File: src/rtl/vc_pkg.sv
// Shared types for the victim-cache controller.
//   vc_state_e : controller sequencing states
//   vc_req_e   : L1 request kind (lookup probe or victim insert)
//   rr_next    : round-robin pointer advance with wrap at num_ways-1
package vc_pkg;

    typedef enum logic [3:0] {
        IDLE,
        LOOKUP,
        LK_CHK,
        HIT_RD,
        HIT_INV,
        INS_SEL,
        INS_RD,
        INS_CHK,
        WB_REQ,
        INS_WR,
        INS_DIRTY,
        RESP
    } vc_state_e;

    typedef enum logic {
        REQ_LOOKUP = 1'b0,
        REQ_INSERT = 1'b1
    } vc_req_e;

    function automatic int rr_next(input int ptr, input int num_ways);
        return (ptr >= num_ways - 1) ? 0 : ptr + 1;
    endfunction

endpackage

File: src/rtl/vc_way_select.sv
// Insert-way chooser for the victim cache (purely combinational).
// Ports:
//   valid_shadow : per-way occupancy as tracked by the controller
//   rr_ptr       : round-robin replacement pointer
//   sel_way      : lowest free way if any, otherwise rr_ptr
//   sel_free     : 1 when sel_way is a free (unoccupied) way
module vc_way_select #(
    parameter  int NUM_WAYS = 4,
    localparam int WAY_W    = $clog2(NUM_WAYS)
) (
    input  logic [NUM_WAYS-1:0] valid_shadow,
    input  logic [WAY_W-1:0]    rr_ptr,
    output logic [WAY_W-1:0]    sel_way,
    output logic                sel_free
);

    logic [WAY_W-1:0] w_free_way;

    // Scan from the top down so the last assignment wins: lowest free index.
    always_comb begin
        w_free_way = '0;
        for (int i = NUM_WAYS - 1; i >= 0; i--) begin
            if (!valid_shadow[i]) begin
                w_free_way = WAY_W'(i);
            end
        end
    end

    assign sel_free = ~&valid_shadow;
    assign sel_way  = sel_free ? w_free_way : rr_ptr;

endmodule

File: src/rtl/victim_cache_ctrl.sv
// Victim-cache sequencing controller. Serves one L1 request at a time and
// owns every tag_store strobe.
//   LOOKUP : probe; a hit is read back and invalidated (exclusive swap to L1).
//   INSERT : install a victim tag into the lowest free way, else the
//            round-robin way; a dirty displaced tag is written back first.
// Ports:
//   clk, rst                          : clock, asynchronous active-high reset
//   req_valid/req_ready               : L1 request handshake (ready only in IDLE)
//   req_type, req_tag, req_dirty      : request kind, tag, dirty (INSERT only)
//   rsp_valid, rsp_hit, rsp_dirty, rsp_way : registered one-cycle response
//   wb_valid/wb_ready, wb_tag         : writeback of a displaced dirty tag
//   ts_* outputs                      : tag_store strobes, tag and way operands
//   ts_hit, ts_hit_way, ts_valid_read, ts_dirty_read, ts_tag_read : tag_store results
module victim_cache_ctrl
    import vc_pkg::*;
#(
    parameter  int TAG_WIDTH = 4,
    parameter  int NUM_WAYS  = 4,
    localparam int WAY_W     = $clog2(NUM_WAYS)
) (
    input  logic                 clk,
    input  logic                 rst,
    input  logic                 req_valid,
    output logic                 req_ready,
    input  logic                 req_type,
    input  logic [TAG_WIDTH-1:0] req_tag,
    input  logic                 req_dirty,
    output logic                 rsp_valid,
    output logic                 rsp_hit,
    output logic                 rsp_dirty,
    output logic [WAY_W-1:0]     rsp_way,
    output logic                 wb_valid,
    input  logic                 wb_ready,
    output logic [TAG_WIDTH-1:0] wb_tag,
    output logic                 ts_write_en,
    output logic                 ts_read_en,
    output logic                 ts_lookup_en,
    output logic                 ts_valid_clear,
    output logic                 ts_dirty_set,
    output logic                 ts_dirty_clear,
    output logic [TAG_WIDTH-1:0] ts_tag,
    output logic [WAY_W-1:0]     ts_way,
    input  logic                 ts_hit,
    input  logic [WAY_W-1:0]     ts_hit_way,
    input  logic                 ts_valid_read,
    input  logic                 ts_dirty_read,
    input  logic [TAG_WIDTH-1:0] ts_tag_read
);

    vc_state_e            r_state;
    vc_state_e            w_state_next;
    vc_req_e              r_req_type;
    logic [TAG_WIDTH-1:0] r_req_tag;
    logic                 r_req_dirty;
    logic [WAY_W-1:0]     r_way;
    logic [WAY_W-1:0]     r_rr_ptr;
    logic                 r_replace;      // chosen insert way was occupied
    logic                 r_hit;
    logic                 r_hit_dirty;
    logic [NUM_WAYS-1:0]  r_valid_shadow; // controller's copy of tag_store valid bits

    logic                 r_rsp_valid;
    logic                 r_rsp_hit;
    logic                 r_rsp_dirty;
    logic [WAY_W-1:0]     r_rsp_way;
    logic                 r_wb_valid;
    logic [TAG_WIDTH-1:0] r_wb_tag;

    logic [WAY_W-1:0]     w_sel_way;
    logic                 w_sel_free;
    logic                 w_accept;
    logic                 w_in_resp;

    vc_way_select #(
        .NUM_WAYS (NUM_WAYS)
    ) u_way_select (
        .valid_shadow (r_valid_shadow),
        .rr_ptr       (r_rr_ptr),
        .sel_way      (w_sel_way),
        .sel_free     (w_sel_free)
    );

    assign req_ready = (r_state == IDLE);
    assign w_accept  = req_valid && (r_state == IDLE);
    assign w_in_resp = (r_state == RESP);

    assign rsp_valid = r_rsp_valid;
    assign rsp_hit   = r_rsp_hit;
    assign rsp_dirty = r_rsp_dirty;
    assign rsp_way   = r_rsp_way;
    assign wb_valid  = r_wb_valid;
    assign wb_tag    = r_wb_tag;

    // Operands are simply the latched request tag and the working way; the
    // strobes decide whether tag_store looks at them.
    assign ts_tag = r_req_tag;
    assign ts_way = r_way;

    // Next-state and Moore strobes: at most one strobe per state.
    always_comb begin
        w_state_next   = r_state;
        ts_write_en    = 1'b0;
        ts_read_en     = 1'b0;
        ts_lookup_en   = 1'b0;
        ts_valid_clear = 1'b0;
        ts_dirty_set   = 1'b0;
        ts_dirty_clear = 1'b0;
        case (r_state)
            IDLE: begin
                if (req_valid) begin
                    w_state_next = (vc_req_e'(req_type) == REQ_INSERT) ? INS_SEL : LOOKUP;
                end
            end
            LOOKUP: begin
                ts_lookup_en = 1'b1;
                w_state_next = LK_CHK;
            end
            LK_CHK: begin
                w_state_next = ts_hit ? HIT_RD : RESP;
            end
            HIT_RD: begin
                ts_read_en   = 1'b1;
                w_state_next = HIT_INV;
            end
            HIT_INV: begin
                ts_valid_clear = 1'b1;
                w_state_next   = RESP;
            end
            INS_SEL: begin
                w_state_next = w_sel_free ? INS_WR : INS_RD;
            end
            INS_RD: begin
                ts_read_en   = 1'b1;
                w_state_next = INS_CHK;
            end
            INS_CHK: begin
                w_state_next = (ts_valid_read && ts_dirty_read) ? WB_REQ : INS_WR;
            end
            WB_REQ: begin
                if (wb_ready) begin
                    w_state_next = INS_WR;
                end
            end
            INS_WR: begin
                ts_write_en  = 1'b1;
                w_state_next = INS_DIRTY;
            end
            INS_DIRTY: begin
                if (r_req_dirty) begin
                    ts_dirty_set = 1'b1;
                end else begin
                    ts_dirty_clear = 1'b1;
                end
                w_state_next = RESP;
            end
            RESP: begin
                w_state_next = IDLE;
            end
            default: begin
                w_state_next = IDLE;
            end
        endcase
    end

    always_ff @(posedge clk or posedge rst) begin
        if (rst) begin
            r_state        <= IDLE;
            r_req_type     <= REQ_LOOKUP;
            r_req_tag      <= '0;
            r_req_dirty    <= 1'b0;
            r_way          <= '0;
            r_rr_ptr       <= '0;
            r_replace      <= 1'b0;
            r_hit          <= 1'b0;
            r_hit_dirty    <= 1'b0;
            r_valid_shadow <= '0;
            r_rsp_valid    <= 1'b0;
            r_rsp_hit      <= 1'b0;
            r_rsp_dirty    <= 1'b0;
            r_rsp_way      <= '0;
            r_wb_valid     <= 1'b0;
            r_wb_tag       <= '0;
        end else begin
            r_state <= w_state_next;

            case (r_state)
                IDLE: begin
                    if (w_accept) begin
                        r_req_type  <= vc_req_e'(req_type);
                        r_req_tag   <= req_tag;
                        r_req_dirty <= req_dirty;
                        r_hit       <= 1'b0;
                        r_hit_dirty <= 1'b0;
                    end
                end
                LK_CHK: begin
                    r_hit <= ts_hit;
                    if (ts_hit) begin
                        r_way <= ts_hit_way;
                    end
                end
                HIT_INV: begin
                    r_hit_dirty           <= ts_dirty_read;
                    r_valid_shadow[r_way] <= 1'b0;
                end
                INS_SEL: begin
                    r_way     <= w_sel_way;
                    r_replace <= ~w_sel_free;
                end
                INS_CHK: begin
                    // Read data is valid here, so capture the displaced tag now
                    // and hold it for the whole writeback handshake.
                    if (ts_valid_read && ts_dirty_read) begin
                        r_wb_valid <= 1'b1;
                        r_wb_tag   <= ts_tag_read;
                    end
                end
                WB_REQ: begin
                    if (wb_ready) begin
                        r_wb_valid <= 1'b0;
                        r_wb_tag   <= '0;
                    end
                end
                INS_WR: begin
                    r_valid_shadow[r_way] <= 1'b1;
                    // Filling a free way leaves the replacement order untouched.
                    if (r_replace) begin
                        r_rr_ptr <= WAY_W'(rr_next(int'(r_rr_ptr), NUM_WAYS));
                    end
                end
                default: begin
                end
            endcase

            // Response is registered off RESP, so it appears in the IDLE cycle
            // that follows.
            r_rsp_valid <= w_in_resp;
            r_rsp_hit   <= w_in_resp && r_hit;
            r_rsp_dirty <= w_in_resp && r_hit && r_hit_dirty;
            r_rsp_way   <= (w_in_resp && (r_hit || (r_req_type == REQ_INSERT))) ? r_way : '0;
        end
    end

endmodule

File: config.mk
export PLATFORM = sky130hd
export DESIGN_NAME = victim_cache_ctrl
export DESIGN_NICKNAME = d
export VERILOG_FILES = /design/src/rtl/vc_pkg.sv /design/src/rtl/vc_way_select.sv /design/src/rtl/victim_cache_ctrl.sv
export SDC_FILE = /design/constraint.sdc
export NUM_CORES = 1
export LEC_CHECK = 0
export CAP_MARGIN = 10
export CELL_PAD_IN_SITES_DETAIL_PLACEMENT = 1
export CELL_PAD_IN_SITES_GLOBAL_PLACEMENT = 1
export CORE_MARGIN = 5
export CORE_UTILIZATION = 39
export CTS_CLUSTER_DIAMETER = 60
export DETAILED_ROUTE_END_ITERATION = 10
export HOLD_SLACK_MARGIN = 0.08
export PLACE_DENSITY = 0.94
export SYNTH_ARGS = -nofsm -noshare
export SYNTH_HDL_FRONTEND = slang
export SYNTH_HIERARCHICAL = 1
export SYNTH_SLANG_ARGS = --single-unit
File: constraint.sdc
create_clock -name clk -period 3.4 [get_ports clk]
set_clock_uncertainty 0.2 [all_clocks]
set_input_delay 0.51 -clock clk [delete_from_list [all_inputs] [get_ports clk]]
set_output_delay 0.51 -clock clk [all_outputs]
set_load 0.02 [all_outputs]
# Yosys cells after proc, flatten, opt, wreduce, memory -nomap -nowiden

Cells that the tools add are included.

Equality and inequality tests: 16
Bitwise logic cells: 3
Multiplexer cells: 36
Magnitude comparators: 3
Add/sub/neg operators: 1
Reductions and logical operators: 23

Operators by type and width:

| cell                 | number |
|---|---|
| $pmux W4 S10         | 1 |
| $mux W4              | 6 |
| $eq A4 B3 Y1 const B | 4 |
| $eq A4 B4 Y1 const B | 4 |
| $mux W2              | 8 |
| $pmux W4 S2          | 2 |
| $mux W1              | 13 |
| $reduce_and A2 Y1    | 6 |
| $reduce_bool A2 Y1   | 5 |
| $eq A4 B2 Y1 const B | 2 |
| $ne A2 B2 Y1 const B | 4 |
| $logic_and A1 B1 Y1  | 6 |
| $pmux W1 S2          | 3 |
| $and A4 B4 Y4        | 1 |
| $eq A4 B1 Y1 const B | 1 |
| $logic_not A4 Y1     | 1 |
| $not A4 Y4           | 1 |
| $or A4 B4 Y4         | 1 |
| $pmux W2 S2          | 1 |
| $reduce_and A4 Y1    | 1 |
| $reduce_or A2 Y1     | 2 |
| $lt A2 B3 Y1 const B | 1 |
| $mux W3              | 1 |
| $reduce_and A3 Y1    | 1 |
| other kinds (6)      | 6 |

Logic and storage cells: 98
Register bits after elaboration: 31
Input bits: 19
Output and inout bits: 23

# Longest topological paths before layout

Depth after elaboration: 7
Gate-level depth with buffers: 6
Gate-level depth less buffers: 5

# By module

The synthesis kept the hierarchy.

By module, submodules not included:

| module            | sequential area each (µm²) | times used | area each (µm²) | cells each |
|---|---|---|---|---|
| victim_cache_ctrl | 775.7                      | 1          | 1491.4          | 137 |
| vc_way_select     | 0.0                        | 1          | 38.8            | 7 |

# Worst setup path before layout

Ideal clock, no wire load.

Path type: register to output
Start: reg r_state[2]
End: out ts_lookup_en
Slack: 1130 ps
Cell stages (with the launch flop): 4
Arrival time: 1560 ps
Cells stage by stage: dfrtp_1 buf_2 buf_2 nor4b_1

Word-level cells in the longest chain between the ends: 2

Ends and longest elaborated chain:

| item                   | line                     | RTL |
|---|---|---|
| from (decl)            | victim_cache_ctrl.sv:50  | `vc_state_e r_state;` |
| from (signal assigned) | victim_cache_ctrl.sv:184 | `r_state <= w_state_next;` |
| $eq A4 B1 Y1           | victim_cache_ctrl.sv:108 | `case (r_state)` |
| $mux W1                | victim_cache_ctrl.sv:108 |  |
| to (decl)              | victim_cache_ctrl.sv:37  | `output logic ts_lookup_en,` |

No other way between the ends.

# Worst setup path in the final report

Start: reg r_state[1]
End: out ts_valid_clear

Word-level cells in the longest chain between the ends: 2

Ends and longest elaborated chain:

| item         | line                     | RTL |
|---|---|---|
| $eq A4 B3 Y1 | victim_cache_ctrl.sv:108 |  |
| $mux W1      | victim_cache_ctrl.sv:108 |  |
| to (decl)    | victim_cache_ctrl.sv:38  | `output logic ts_valid_clear,` |

No other way between the ends.

==> impl_metrics.py <==
metrics = {
    "setup_path": {
        "cp_data_required_time_ps": 2690,
        "cp_num_buf_inv": 2,
        "cp-end-kind": "output pin",
        "cp_slowest_cell": "or4b_4",
        "cp_cell_sequence": "or4b_4 -> inv_1 -> clkdlybuf4s50_1",
        "worst_path_dominant_cell_family": "buffers and inverters",
        "cp_max_fo": 22,
        "reg2reg_to": "ts_way[1]",
        "ff2ff_path_depth": 3,
        "criticalPathCategory": "reg2out",
        "cp_slowest_stage_delay_ps": 660,
        "critPathArrivalTime_ps": 2310,
        "cp-start-kind": "flip-flop",
        "r2r_slack_ps": 1250,
        "r2r-start": "r_state[1]",
    },
    "sta": {
        "setup_tns_ps": 0,
        "final_max_slew_viol_count": 0,
        "worstMarginPinSlew_ps": 692,
        "timing.slew.headroom": 0.532,
        "setup_viol": 0,
        "period_share": 0.888,
        "fmax_ghz": 0.331,
        "final-hold-violation-count": 0,
        "period_minus_slack_ps": 3020,
        "grt_setup_unrepaired": "no",
    },
    "cts": {
        "root_buffer": "clkbuf_8",
        "postCtsHoldBufs": 0,
        "numCtsBuffers": 5,
        "clockBufferDepth": 2,
        "clk_pin_slew_ps": 70,
        "cts_sinks": 31,
        "htree_levels": 2,
        "cts_tree": "done",
        "post_cts_resized": 0,
        "postCtsSetupRepairBufs": 0,
        "clk-insertion-delay-late_ps": 290,
    },
    "grt": {
        "grt_pass1_vias": 1385,
        "gr-usage-met1": 0.224,
        "grt_overflow": 0,
        "grt.total_usage": 0.178,
        "use_met2": 0.304,
        "antenna_found_initial": 0,
        "grt_max_degree": 32,
        "grt_pass1_wl_mm": 7.26,
        "top_usage_layer": "met2",
        "met3_usage": 0.0399,
    },
    "power_and_ir_drop": {
        "leakage_uw": 0.000908,
        "ir_drop_mv": 0.413,
        "power.density_nw_per_um2": 910,
        "total_power_uw": 1910,
    },
    "yosys": {
        "synth_seq_cells": 31,
        "syn-instance-count": 144,
        "synth_compound_area_frac": 0.159,
        "synth_top_area_frac": 0.507,
        "async_reset_ff_frac": 1.00,
        "synth_fa_ha_area_frac": 0.00818,
        "yosysTopAreaCell": "dfrtp_1",
        "syn-cell-area_um2": 1530,
        "synth.avg_cell_area_um2": 10.6,
        "synth_seq_area_share": 0.507,
        "syn_nets": 164,
        "synthMuxAreaShare": 0.0589,
        "synth_simple_gate_area_frac": 0.216,
        "synth_top_flop_cell": "dfrtp_1",
        "yosys_warnings": 6,
        "synth_edf_count": 0,
        "synth-xor-area-share": 0.00572,
        "synth_top_family_by_area": "simple AND/OR/NAND/NOR gates",
        "netlist_top_cells_area": "dfrtp_1 51%, mux2_2 5.9%, o21ai_0 3.3%",
        "netlist-cell-type-count": 43,
    },
    "min_path": {
        "min_from": "wb_valid",
        "hold_path_depth": 1,
        "hp-class": "reg2reg",
        "holdPathEnd": "wb_valid",
    },
    "floorplan": {
        "rows": 22,
        "dieArea_um2": 5280,
        "coreArea_um2": 3740,
        "initial_core_util": 0.409,
        "die_x_um": 72.6,
        "pin_count": 42,
        "die_h_um": 72.6,
    },
    "route": {
        "drt-initial-drc-count": 82,
        "finalWirelength_mm": 4.31,
        "vias_per_cell": 5.57,
        "wl_per_cell_um": 18.3,
        "final_antenna_net_count": 0,
        "num_vias": 1314,
        "drc": 0,
        "firstDrtPassIters": 4,
    },
    "finish": {
        "fin_nets": 207,
        "final_area_um2": 2100,
        "fin_util": 0.560,
        "diodes": 0,
        "layout_commonest_cell": "clkdlybuf4s50_1",
        "final_cell_mix": "41 x clkdlybuf4s50_1, 31 x dfrtp_1, 12 x nand2_1",
        "drive_above_1_share": 0.117,
        "syn2layout_area_growth_pct": 37.0,
    },
    "place": {
        "routabilityCongestion": 0.809,
        "io_buffers": 41,
        "postPlaceCellArea_um2": 1980,
        "dpl.hpwl_mm": 3.04,
    },
    "job": {
        "max_cap_viol_count": 0,
    },
    "status": {
        "status": "complete, no violations",
    },
}
per-layer routing:
metal	share of wire	routed length [um]
met4	0.014	61
met5	0	0
met1	0.42	1800
met2	0.53	2300
met3	0.034	145
cell usage after synthesis (all sizes together) (3+ instances only):
library cell and count:
a21oi 3, inv 8, nor4b 3, nor3 3
a22o 5, nand2 12, nor2 6, nor2b 4
buf 7, and2 5, and3 3, o21ai 10
a21o 3, nand2b 3, dfrtp 31, mux2 8
cell families (layout without fill, tap and decap cells):
kind of cell,count (synthesis),count (layout)
adder cells (fa/ha/maj),1,1
buffers and inverters,16,60
AO/OA/AOI/OAI,34,34
AND/OR/NAND/NOR,53,53
multiplexers,8,8
XOR/XNOR,1,1
flip-flops,31,31
metrics by stage:
step | cells | hold WS (ps) | setup slack [ps]
after floorplan | 144 | 250 | 1130
after global placement | 228 | 267 | 801
after detailed placement | 228 | 269 | 699
after CTS | 236 | 285 | 368
after global routing | 236 | 316 | 289
final | 236 | 283 | 382
layout make-up:
class                   instances  area, um2
repair buffers                 44        433
flip-flops and latches         31        776
well taps                      48       60.1
multi-input cells              97        684
clock inverters                 3       43.8
clock buffers                   5       68.8
fillers                       420       1650
inverters                       8       30.0
worst reg2reg max path: cells and delay by family, from the launching register on:
family	cells	cell delay, ps
AND/OR/NAND/NOR	2	950
flip-flops	1	760
AO/OA/AOI/OAI	1	110
worst max path at each step:
stage                           from             end  slack, ps  cells past startpoint
final                     r_state[1]  ts_valid_clear        380                      3
after detailed placement  r_state[1]  ts_valid_clear        700                      3
after global placement    r_state[1]  ts_valid_clear        800                      3
after global routing      r_state[1]  ts_valid_clear        290                      3
after CTS                 r_state[1]  ts_valid_clear        370                      3
after floorplan           r_state[2]    ts_lookup_en       1130                      3
where the power goes:
| group | leakage, uW | total [uW] | switching (uW) | internal [uW] |
|---|---|---|---|---|
| Combinational | 0.000453 | 835 | 413 | 422 |
| Clock | 0.0000581 | 369 | 151 | 218 |
| Sequential | 0.000396 | 703 | 196 | 507 |
| Total | 0.000908 | 1910 | 760 | 1150 |
Power figures use the tool's default switching activity.
